<file path="src/rtl/multicycle_datapath.sv">
// Multi-cycle RV32 datapath: a phase FSM (FETCH, DECODE, EXEC, MEM, WB, ERR) sequences handshaked
// instruction/data memory accesses around an internal register file and ALU driven by external control.
module multicycle_datapath #(
  parameter logic [31:0] INITIAL_PC  = 32'h00400000,
  parameter int          MEM_TIMEOUT = 16
) (
  input  logic        clk,
  input  logic        rst,
  output logic [31:0] iAddress,
  output logic        iReq,
  input  logic        iReady,
  input  logic [31:0] instr,
  output logic [31:0] ir,
  input  logic        ALUSrc,
  input  logic [3:0]  ALUCtrl,
  input  logic        RegWrite,
  input  logic        MemToReg,
  input  logic        MemRead,
  input  logic        MemWrite,
  input  logic        Branch,
  input  logic        Jump,
  output logic [31:0] PC,
  output logic        Zero,
  output logic [31:0] dAddress,
  output logic [31:0] dWriteData,
  output logic        dReq,
  output logic        dWe,
  input  logic        dReady,
  input  logic [31:0] dReadData,
  output logic [31:0] WriteBackData,
  output logic [2:0]  state,
  output logic        instrDone,
  output logic        memErr
);

  localparam int CW = $clog2(MEM_TIMEOUT + 1);

  typedef enum logic [2:0] {
    S_FETCH  = 3'd0,
    S_DECODE = 3'd1,
    S_EXEC   = 3'd2,
    S_MEM    = 3'd3,
    S_WB     = 3'd4,
    S_ERR    = 3'd7
  } state_e;

  state_e        state_q, state_d;
  logic [31:0]   pc_q, pc_d;
  logic [31:0]   ir_q, a_q, b_q, imm_q, aluOut_q, mdr_q;
  logic          zero_q;
  logic [CW-1:0] wait_q;
  logic [31:0]   rf_q [32];

  logic [31:0] immGen, op2, aluRes, wbData;
  logic [4:0]  rd;
  logic        isLoad, waitExpired;

  assign rd          = ir_q[11:7];
  assign isLoad      = MemRead & ~MemWrite;
  assign waitExpired = (wait_q == CW'(MEM_TIMEOUT - 1));
  assign op2         = ALUSrc ? imm_q : b_q;
  assign wbData      = Jump ? (pc_q + 32'd4) : (MemToReg ? mdr_q : aluOut_q);

  always_comb begin
    immGen = '0;
    case (ir_q[6:0])
      7'b0010011, 7'b0000011, 7'b1100111: immGen = {{20{ir_q[31]}}, ir_q[31:20]};
      7'b0100011: immGen = {{20{ir_q[31]}}, ir_q[31:25], ir_q[11:7]};
      7'b1100011: immGen = {{19{ir_q[31]}}, ir_q[31], ir_q[7], ir_q[30:25], ir_q[11:8], 1'b0};
      7'b0110111, 7'b0010111: immGen = {ir_q[31:12], 12'd0};
      7'b1101111: immGen = {{11{ir_q[31]}}, ir_q[31], ir_q[19:12], ir_q[20], ir_q[30:21], 1'b0};
      default: immGen = '0;
    endcase
  end

  // ALU codes: 0 AND, 1 OR, 2 ADD, 3 XOR, 4 SLL, 5 SRL, 6 SUB, 7 SLT, 8 SRA, 9 SLTU, 12 NOR
  always_comb begin
    aluRes = '0;
    case (ALUCtrl)
      4'b0000: aluRes = a_q & op2;
      4'b0001: aluRes = a_q | op2;
      4'b0010: aluRes = a_q + op2;
      4'b0011: aluRes = a_q ^ op2;
      4'b0100: aluRes = a_q << op2[4:0];
      4'b0101: aluRes = a_q >> op2[4:0];
      4'b0110: aluRes = a_q - op2;
      4'b0111: aluRes = {31'd0, $signed(a_q) < $signed(op2)};
      4'b1000: aluRes = $unsigned($signed(a_q) >>> op2[4:0]);
      4'b1001: aluRes = {31'd0, a_q < op2};
      4'b1100: aluRes = ~(a_q | op2);
      default: aluRes = '0;
    endcase
  end

  always_comb begin
    state_d = state_q;
    pc_d    = pc_q;
    case (state_q)
      S_FETCH: begin
        if (iReady)           state_d = S_DECODE;
        else if (waitExpired) state_d = S_ERR;
      end
      S_DECODE: state_d = S_EXEC;
      S_EXEC:   state_d = (MemRead | MemWrite) ? S_MEM : S_WB;
      S_MEM: begin
        if (dReady)           state_d = S_WB;
        else if (waitExpired) state_d = S_ERR;
      end
      S_WB: begin
        state_d = S_FETCH;
        if (Jump)                pc_d = pc_q + imm_q;
        else if (Branch & zero_q) pc_d = pc_q + imm_q;
        else                     pc_d = pc_q + 32'd4;
      end
      default: state_d = S_ERR;
    endcase
  end

  // The wait counter only advances while stalled on a handshake and restarts on any phase change.
  always_ff @(posedge clk or posedge rst) begin
    if (rst) begin
      state_q  <= S_FETCH;
      pc_q     <= INITIAL_PC;
      ir_q     <= '0;
      a_q      <= '0;
      b_q      <= '0;
      imm_q    <= '0;
      aluOut_q <= '0;
      mdr_q    <= '0;
      zero_q   <= 1'b0;
      wait_q   <= '0;
      for (int i = 0; i < 32; i++) rf_q[i] <= '0;
    end else begin
      state_q <= state_d;
      pc_q    <= pc_d;
      if (state_d != state_q)                          wait_q <= '0;
      else if (state_q == S_FETCH || state_q == S_MEM) wait_q <= wait_q + 1'b1;
      case (state_q)
        S_FETCH:  if (iReady) ir_q <= instr;
        S_DECODE: begin
          a_q   <= rf_q[ir_q[19:15]];
          b_q   <= rf_q[ir_q[24:20]];
          imm_q <= immGen;
        end
        S_EXEC: begin
          aluOut_q <= aluRes;
          zero_q   <= (aluRes == 32'd0);
        end
        S_MEM:    if (dReady && isLoad) mdr_q <= dReadData;
        S_WB:     if (RegWrite && rd != 5'd0) rf_q[rd] <= wbData;
        default: ;
      endcase
    end
  end

  assign iAddress      = pc_q;
  assign PC            = pc_q;
  assign ir            = ir_q;
  assign Zero          = zero_q;
  assign dAddress      = aluOut_q;
  assign dWriteData    = b_q;
  assign WriteBackData = wbData;
  assign state         = state_q;
  assign iReq          = (state_q == S_FETCH) && !rst;
  assign dReq          = (state_q == S_MEM) && !rst;
  assign dWe           = dReq & MemWrite;
  assign instrDone     = (state_q == S_WB);
  assign memErr        = (state_q == S_ERR);

endmodule

</file>
<file path="config.mk">
export PLATFORM = sky130hd
export DESIGN_NAME = multicycle_datapath
export DESIGN_NICKNAME = d
export VERILOG_FILES = /design/src/rtl/multicycle_datapath.sv
export SDC_FILE = /design/constraint.sdc
export NUM_CORES = 2
export LEC_CHECK = 0
export BUFFER_PORTS_ARGS = -buffer_cell sky130_fd_sc_hd__buf_2
export CORE_MARGIN = 3
export CORE_UTILIZATION = 50
export DETAILED_ROUTE_END_ITERATION = 10
export MAX_ROUTING_LAYER = met4
export PLACE_DENSITY_LB_ADDON = 0.1
export SLEW_MARGIN = 20
export SYNTH_ARGS = -nofsm -noshare
export SYNTH_HDL_FRONTEND = slang
export SYNTH_SLANG_ARGS = --single-unit
</file>
<file path="constraint.sdc">
create_clock -name clk -period 43.6 [get_ports clk]
set_input_delay 4.36 -clock clk [delete_from_list [all_inputs] [get_ports clk]]
set_output_delay 4.36 -clock clk [all_outputs]
set_load 0.01 [all_outputs]
</file>
# Word level (Yosys, flattened, before mapping)
# Index checks and enable logic that the tools add are counted.
# totals
inputBits	79
regBits	1257
elab_cells	133
out_inout_bits	201
# op_classes
magnitude_cmp	6
n_eq_ne	25
bitwise	12
n_mux	23
reduce_logical	17
n_shift	3
addsub	5
# ops
cell	n
bitwise mux 1024 bit	1
case mux 32 bit (11 select lines)	1
binary-select mux 32 bit (select 5 bit)	2
2-to-1 mux 32 bit	10
demux 32 bit (select 5 bit)	1
case mux 32 bit (5 select lines)	1
adder 32 bit	2
< comparator 32 bit	2
adder 32 x 3 -> 32 bit, second input constant	1
AND 32 bit	1
logical NOT 32 bit	1
inverter 32 bit	1
bitwise OR 32 bit	1
<< shifter 32 x 5 -> 32 bit	1
right shift 32 x 5 -> 32 bit	1
>>> shifter 32 x 5 -> 32 bit	1
subtractor 32 bit	1
bitwise XOR 32 bit	1
equality test 7 bit, second input constant	3
>= comparator 6 bit, second input constant	3
inverter 5 -> 6 bit	3
equality test 4 x 3 -> 1 bit, second input constant	4
case mux 3 bit (5 select lines)	1
equality test 7 x 5 -> 1 bit, second input constant	2
other kinds (27)	45

# Depth between registers and ports, before layout
# logic_depth
ltp_word	6
ltp_mapped	21
ltp_nobuf	17

# Worst setup path after synthesis
# OpenSTA, ideal clock, no wires.
# synth_timing
kind	in2out
startpoint	in MemToReg
endpoint	out WriteBackData[10]
t_required_ps	39240
path_buffers	4
cell_stages	8
path_slack_ps	32953
arrival_time_ps	6287
cell_sequence	clkbuf_1 buf_1 clkbuf_1 mux2i_1 nor2_1 a21oi_1 clkbuf_1 inv_1
# synth_via
elab_chain_len	2
# synth_rtl
element	line_no	rtl
from (decl)	17	input logic MemToReg,
2-to-1 mux 32 bit (2 in a row)	62	assign wbData = Jump ? (pc_q + 32'd4) : (MemToReg ? mdr_q : aluOut_q);
to (decl)	30	output logic [31:0] WriteBackData,
# No other way between the ends.

# Worst setup path after layout
# layout_timing
startpoint	in MemToReg
endpoint	out WriteBackData[14]
# Same word-level chain as after synthesis.

==> metrics.md <==
| Metric | Value |
|---|---|
| DR DRC count | `0` |
| Pwr/cell area | `46.7 nW/um2` |
| Leak | `35.2 nW` |
| Dpl hpwl | `203 mm` |
| Fmax achieved | `0.0919 GHz` |
| Tightest Hold Check Type | `flop to flop` |
| Most Frequent Cell on Critical Path | `buf_4` |
| Slew Limit Headroom | `18.7%` |
| Syn Inst Count | `6940` |
| Synthesis-stage register bit count | `1257` |
| Total I/O pin count | `280` |
| Initial Util | `50.4%` |
| Die Area | `152000 um2` |
| Crit end category | `output pin` |
| Worst-skew pair later-pin latency | `0.80 ns` |
| Max Used Layer | `met4` |
| CP Cell Sequence | `buf_4, buf_4, mux2i_1, nor2_1, a21oi_4, inv_1, buf_2` |
| CP max FO | `32` |
| Period minus WS final | `10.88 ns` |
| Core area | `146000 um2` |
| NumNets Final | `7065` |
| Critical path's top delay family | `buffers and inverters` |
| CP bufs+invs | `4` |
| Outcome | `finished, final reports clean` |
| Worst vdd ir | `0.113 mV` |
| Mapped Area | `73500 um2` |
| Setup TNS | `0 ns` |
| Buffers on Ports | `279` |
| Clock root buffer | `clkbuf_16` |
| CTS tree | `built` |
| Vias per cell | `6.74` |
| Placed insts | `8623` |
| Clk slew on worst S/H paths | `0.06 ns` |
| H-tree lvl count | `4` |
| Die H | `389 um` |
| DRT antenna net count | `0` |
| CP max stage cell | `a21oi_4` |
| Largest net degree at the start of global routing | `139` |
| Met2 wire len | `130 mm` |
| Post_cts resized | `0` |
| Startpoint types | `input pin` |
| Max Slew Vio Count | `0` |
| CTS Sinks | `1257` |
| Detailed Routing Iterations Pass 1 | `6` |
| Total wire length | `301 mm` |
| Num CTS Buffers | `142` |
| Hold Buf Count CTS | `0` |
| GRT Residual Overflow | `0` |
| Register area share after synthesis | `42.8%` |
| Clock buffer depth | `3` |
| Worst slew pin tran | `1.21 ns` |
| Yosys warning total | `0` |
| Crit Path Category | `input pin to output pin` |
| Fin crit share | `25.0%` |
| Vias in the first global route | `57.0k` |
| Final hold violations | `0` |
| Finished Layout Cells | `8893` |
| Multi-input logic area | `39300 um2` |
| Ratio of cells with drive above 1 in the final layout | `22.9%` |
| Primary FF master, synth | `dfrtp_1` |
| Post-synth EDFFs | `0` |
| Max_cap viols | `0` |
| Initial antenna violation count | `24` |
| Slowest stage delay, CP | `0.64 ns` |
| Std-Cell Rows | `140` |
| RSZ-0062 raised after global routing | `no` |
| GPL Wtd Cong | `1.09` |
| Global-route wire length before repair | `431 mm` |
| CP arrival | `6.52 ns` |
| Via count | `59.9k` |
| Post-DR wirelength/cell | `33.9 um` |
| Fillcell total | `12.7k` |
| Syn_area_per_cell | `10.6 um2` |
| Critical Path RT | `39.24 ns` |
| Post-synth cell types | `90` |
| Final setup vio count | `0` |
| Syn-to-layout area delta | `10.9%` |
| Drt initial violations | `7583` |
| Total track usage | `40.9%` |
| Sequential cell area | `31500 um2` |
| Setup bufs post-CTS | `0` |
| Clock skew | `0.0424 ns` |
| Chip width | `389 um` |
| Asr flop ratio synth | `100%` |
| DR WL met3 | `32.1 mm` |
| Post-layout util | `55.9%` |
| WL met1 | `123 mm` |
| Synthesized Nets | `7154` |
[where the power goes]
group	total (mW)	internal, mW	switching [mW]
Sequential	1.44	1.23	0.213
Combinational	1.12	0.407	0.711
Clock	1.24	0.722	0.521
[through the flow]
step           setup WS [ns]  hold WS, ns  total power [mW]  area [um2]
2_1_floorplan           3.82        0.441              2.08       73500
3_3_place_gp           32.56        0.377              2.56       76600
3_5_place_dp           32.79        0.383              2.56       76600
4_1_cts                32.78        0.397              3.80       81400
5_1_grt                32.65        0.406              3.93       81500
6_report               32.72        0.392              3.80       81500
[worst reg2reg max path, cell delays in order (launching register included)]
cell and delay (ns):
dfrtp_1 0.65, mux2i_4 0.12, buf_4 0.25, inv_4 0.56, ha_1 0.30, inv_1 0.06, fa_1 0.43, nor2b_1 0.18
o311ai_0 0.37, a21boi_0 0.33, o311ai_0 0.46, o211ai_1 0.19, a31oi_1 0.29, o221a_2 0.23, o21ai_0 0.12, or4_1 0.61
nor4b_1 0.45, and4bb_1 0.31, a32o_1 0.17
[layout make-up]
class,count,area share (%)
multi-input combinational,4837,48.2
sequential,1257,38.6
clock buffer,209,5.16
timing repair buffer,465,3.54
tap,1917,2.94
clock inverter,44,0.775
inverter,148,0.694
antenna,16,0.0491
[cells by family after synthesis]
kind of cell | share of synthesized area [%]
mux | 25.0
fa+ha+maj | 2.33
flops | 42.8
xor+xnor | 0.858
buf+inv | 4.57
simple gates | 10.3
compound gates | 14.3
[placed cells by master (no fill, tap or decap), drive strengths merged, types with 28 or more instances in the layout]
master / netlist / routed
a211oi: 28 / 28
a21o: 33 / 33
a21oi: 214 / 214
a221oi: 29 / 29
a22oi: 40 / 40
buf: 126 / 465
clkbuf: 572 / 209
clkinv: 2 / 31
dfrtp: 1256 / 1256
ha: 132 / 132
inv: 146 / 150
mux2: 76 / 76
mux2i: 177 / 177
mux4: 696 / 696
nand2: 1353 / 1353
nand3: 46 / 46
nor2: 209 / 209
nor3: 52 / 52
o21ai: 1216 / 1216
o22ai: 58 / 58
xnor2: 37 / 37
xor2: 35 / 35
[path summary, 6_finish.rpt]
check | slack [ns] | startpoint | cells past startpoint | endpoint
max in group asynchronous | 35.89 | rst | 6 | ir[20]
max | 32.72 | MemToReg | 7 | WriteBackData[14]
max reg2reg | 37.47 | imm_q[0] | 18 | Zero
min reg2reg | 0.39 | rf_q[993] | 0 | rf_q[993]
min in group asynchronous | 3.66 | rst | 2 | state[0]
min | 0.39 | rf_q[993] | 0 | rf_q[993]
[flip-flops by register name, indices dropped and copies added, names as in the netlist]
| name | cells |
|---|---|
| a_q | 32 |
| rf_q | 1024 |
| wait_q | 5 |
| dAddress | 32 |
| imm_q | 32 |
| PC | 32 |
| dWriteData | 32 |
| mdr_q | 32 |
| Zero | 1 |
| ir | 32 |
| state | 3 |
[synth_stat cells, types with 13 or more instances]
| master | instances | area, um2 |
|---|---|---|
| clkbuf_1 | 572 | 2150 |
| mux4_2 | 695 | 15700 |
| dfrtp_1 | 1256 | 31400 |
| nor4_1 | 16 | 100 |
| o2111ai_1 | 14 | 123 |
| nand2_1 | 1353 | 5080 |
| nand3_1 | 46 | 230 |
| a221oi_1 | 29 | 254 |
| inv_1 | 142 | 533 |
| a21o_1 | 33 | 248 |
| o211ai_1 | 25 | 188 |
| o22ai_1 | 58 | 363 |
| a22oi_1 | 40 | 300 |
| nand4_1 | 19 | 119 |
| ha_1 | 132 | 1650 |
| mux2_2 | 76 | 856 |
| a21oi_1 | 214 | 1070 |
| a31oi_1 | 24 | 150 |
| buf_1 | 76 | 285 |
| and3_1 | 26 | 163 |
| o21bai_1 | 20 | 150 |
| nand2b_1 | 15 | 93.8 |
| a211oi_1 | 28 | 210 |
| o21ai_0 | 1211 | 6060 |
| o21a_1 | 13 | 97.6 |
| nor2_1 | 209 | 785 |
| o221ai_1 | 13 | 114 |
| mux2i_1 | 173 | 1730 |
| xor2_1 | 35 | 307 |
| buf_4 | 35 | 263 |
| xnor2_1 | 37 | 324 |
| nor3_1 | 52 | 260 |
| nor2b_1 | 23 | 144 |
[per-layer routing]
metal / vias up / global-route usage [%]
met2: 3271 / 57.3
met1: 30900 / 57.2
met5: - / -
li1: 25200 / -
met3: 637 / 9.80
met4: 0 / 17.9
No activity file was read; power rests on OpenSTA's default activity.
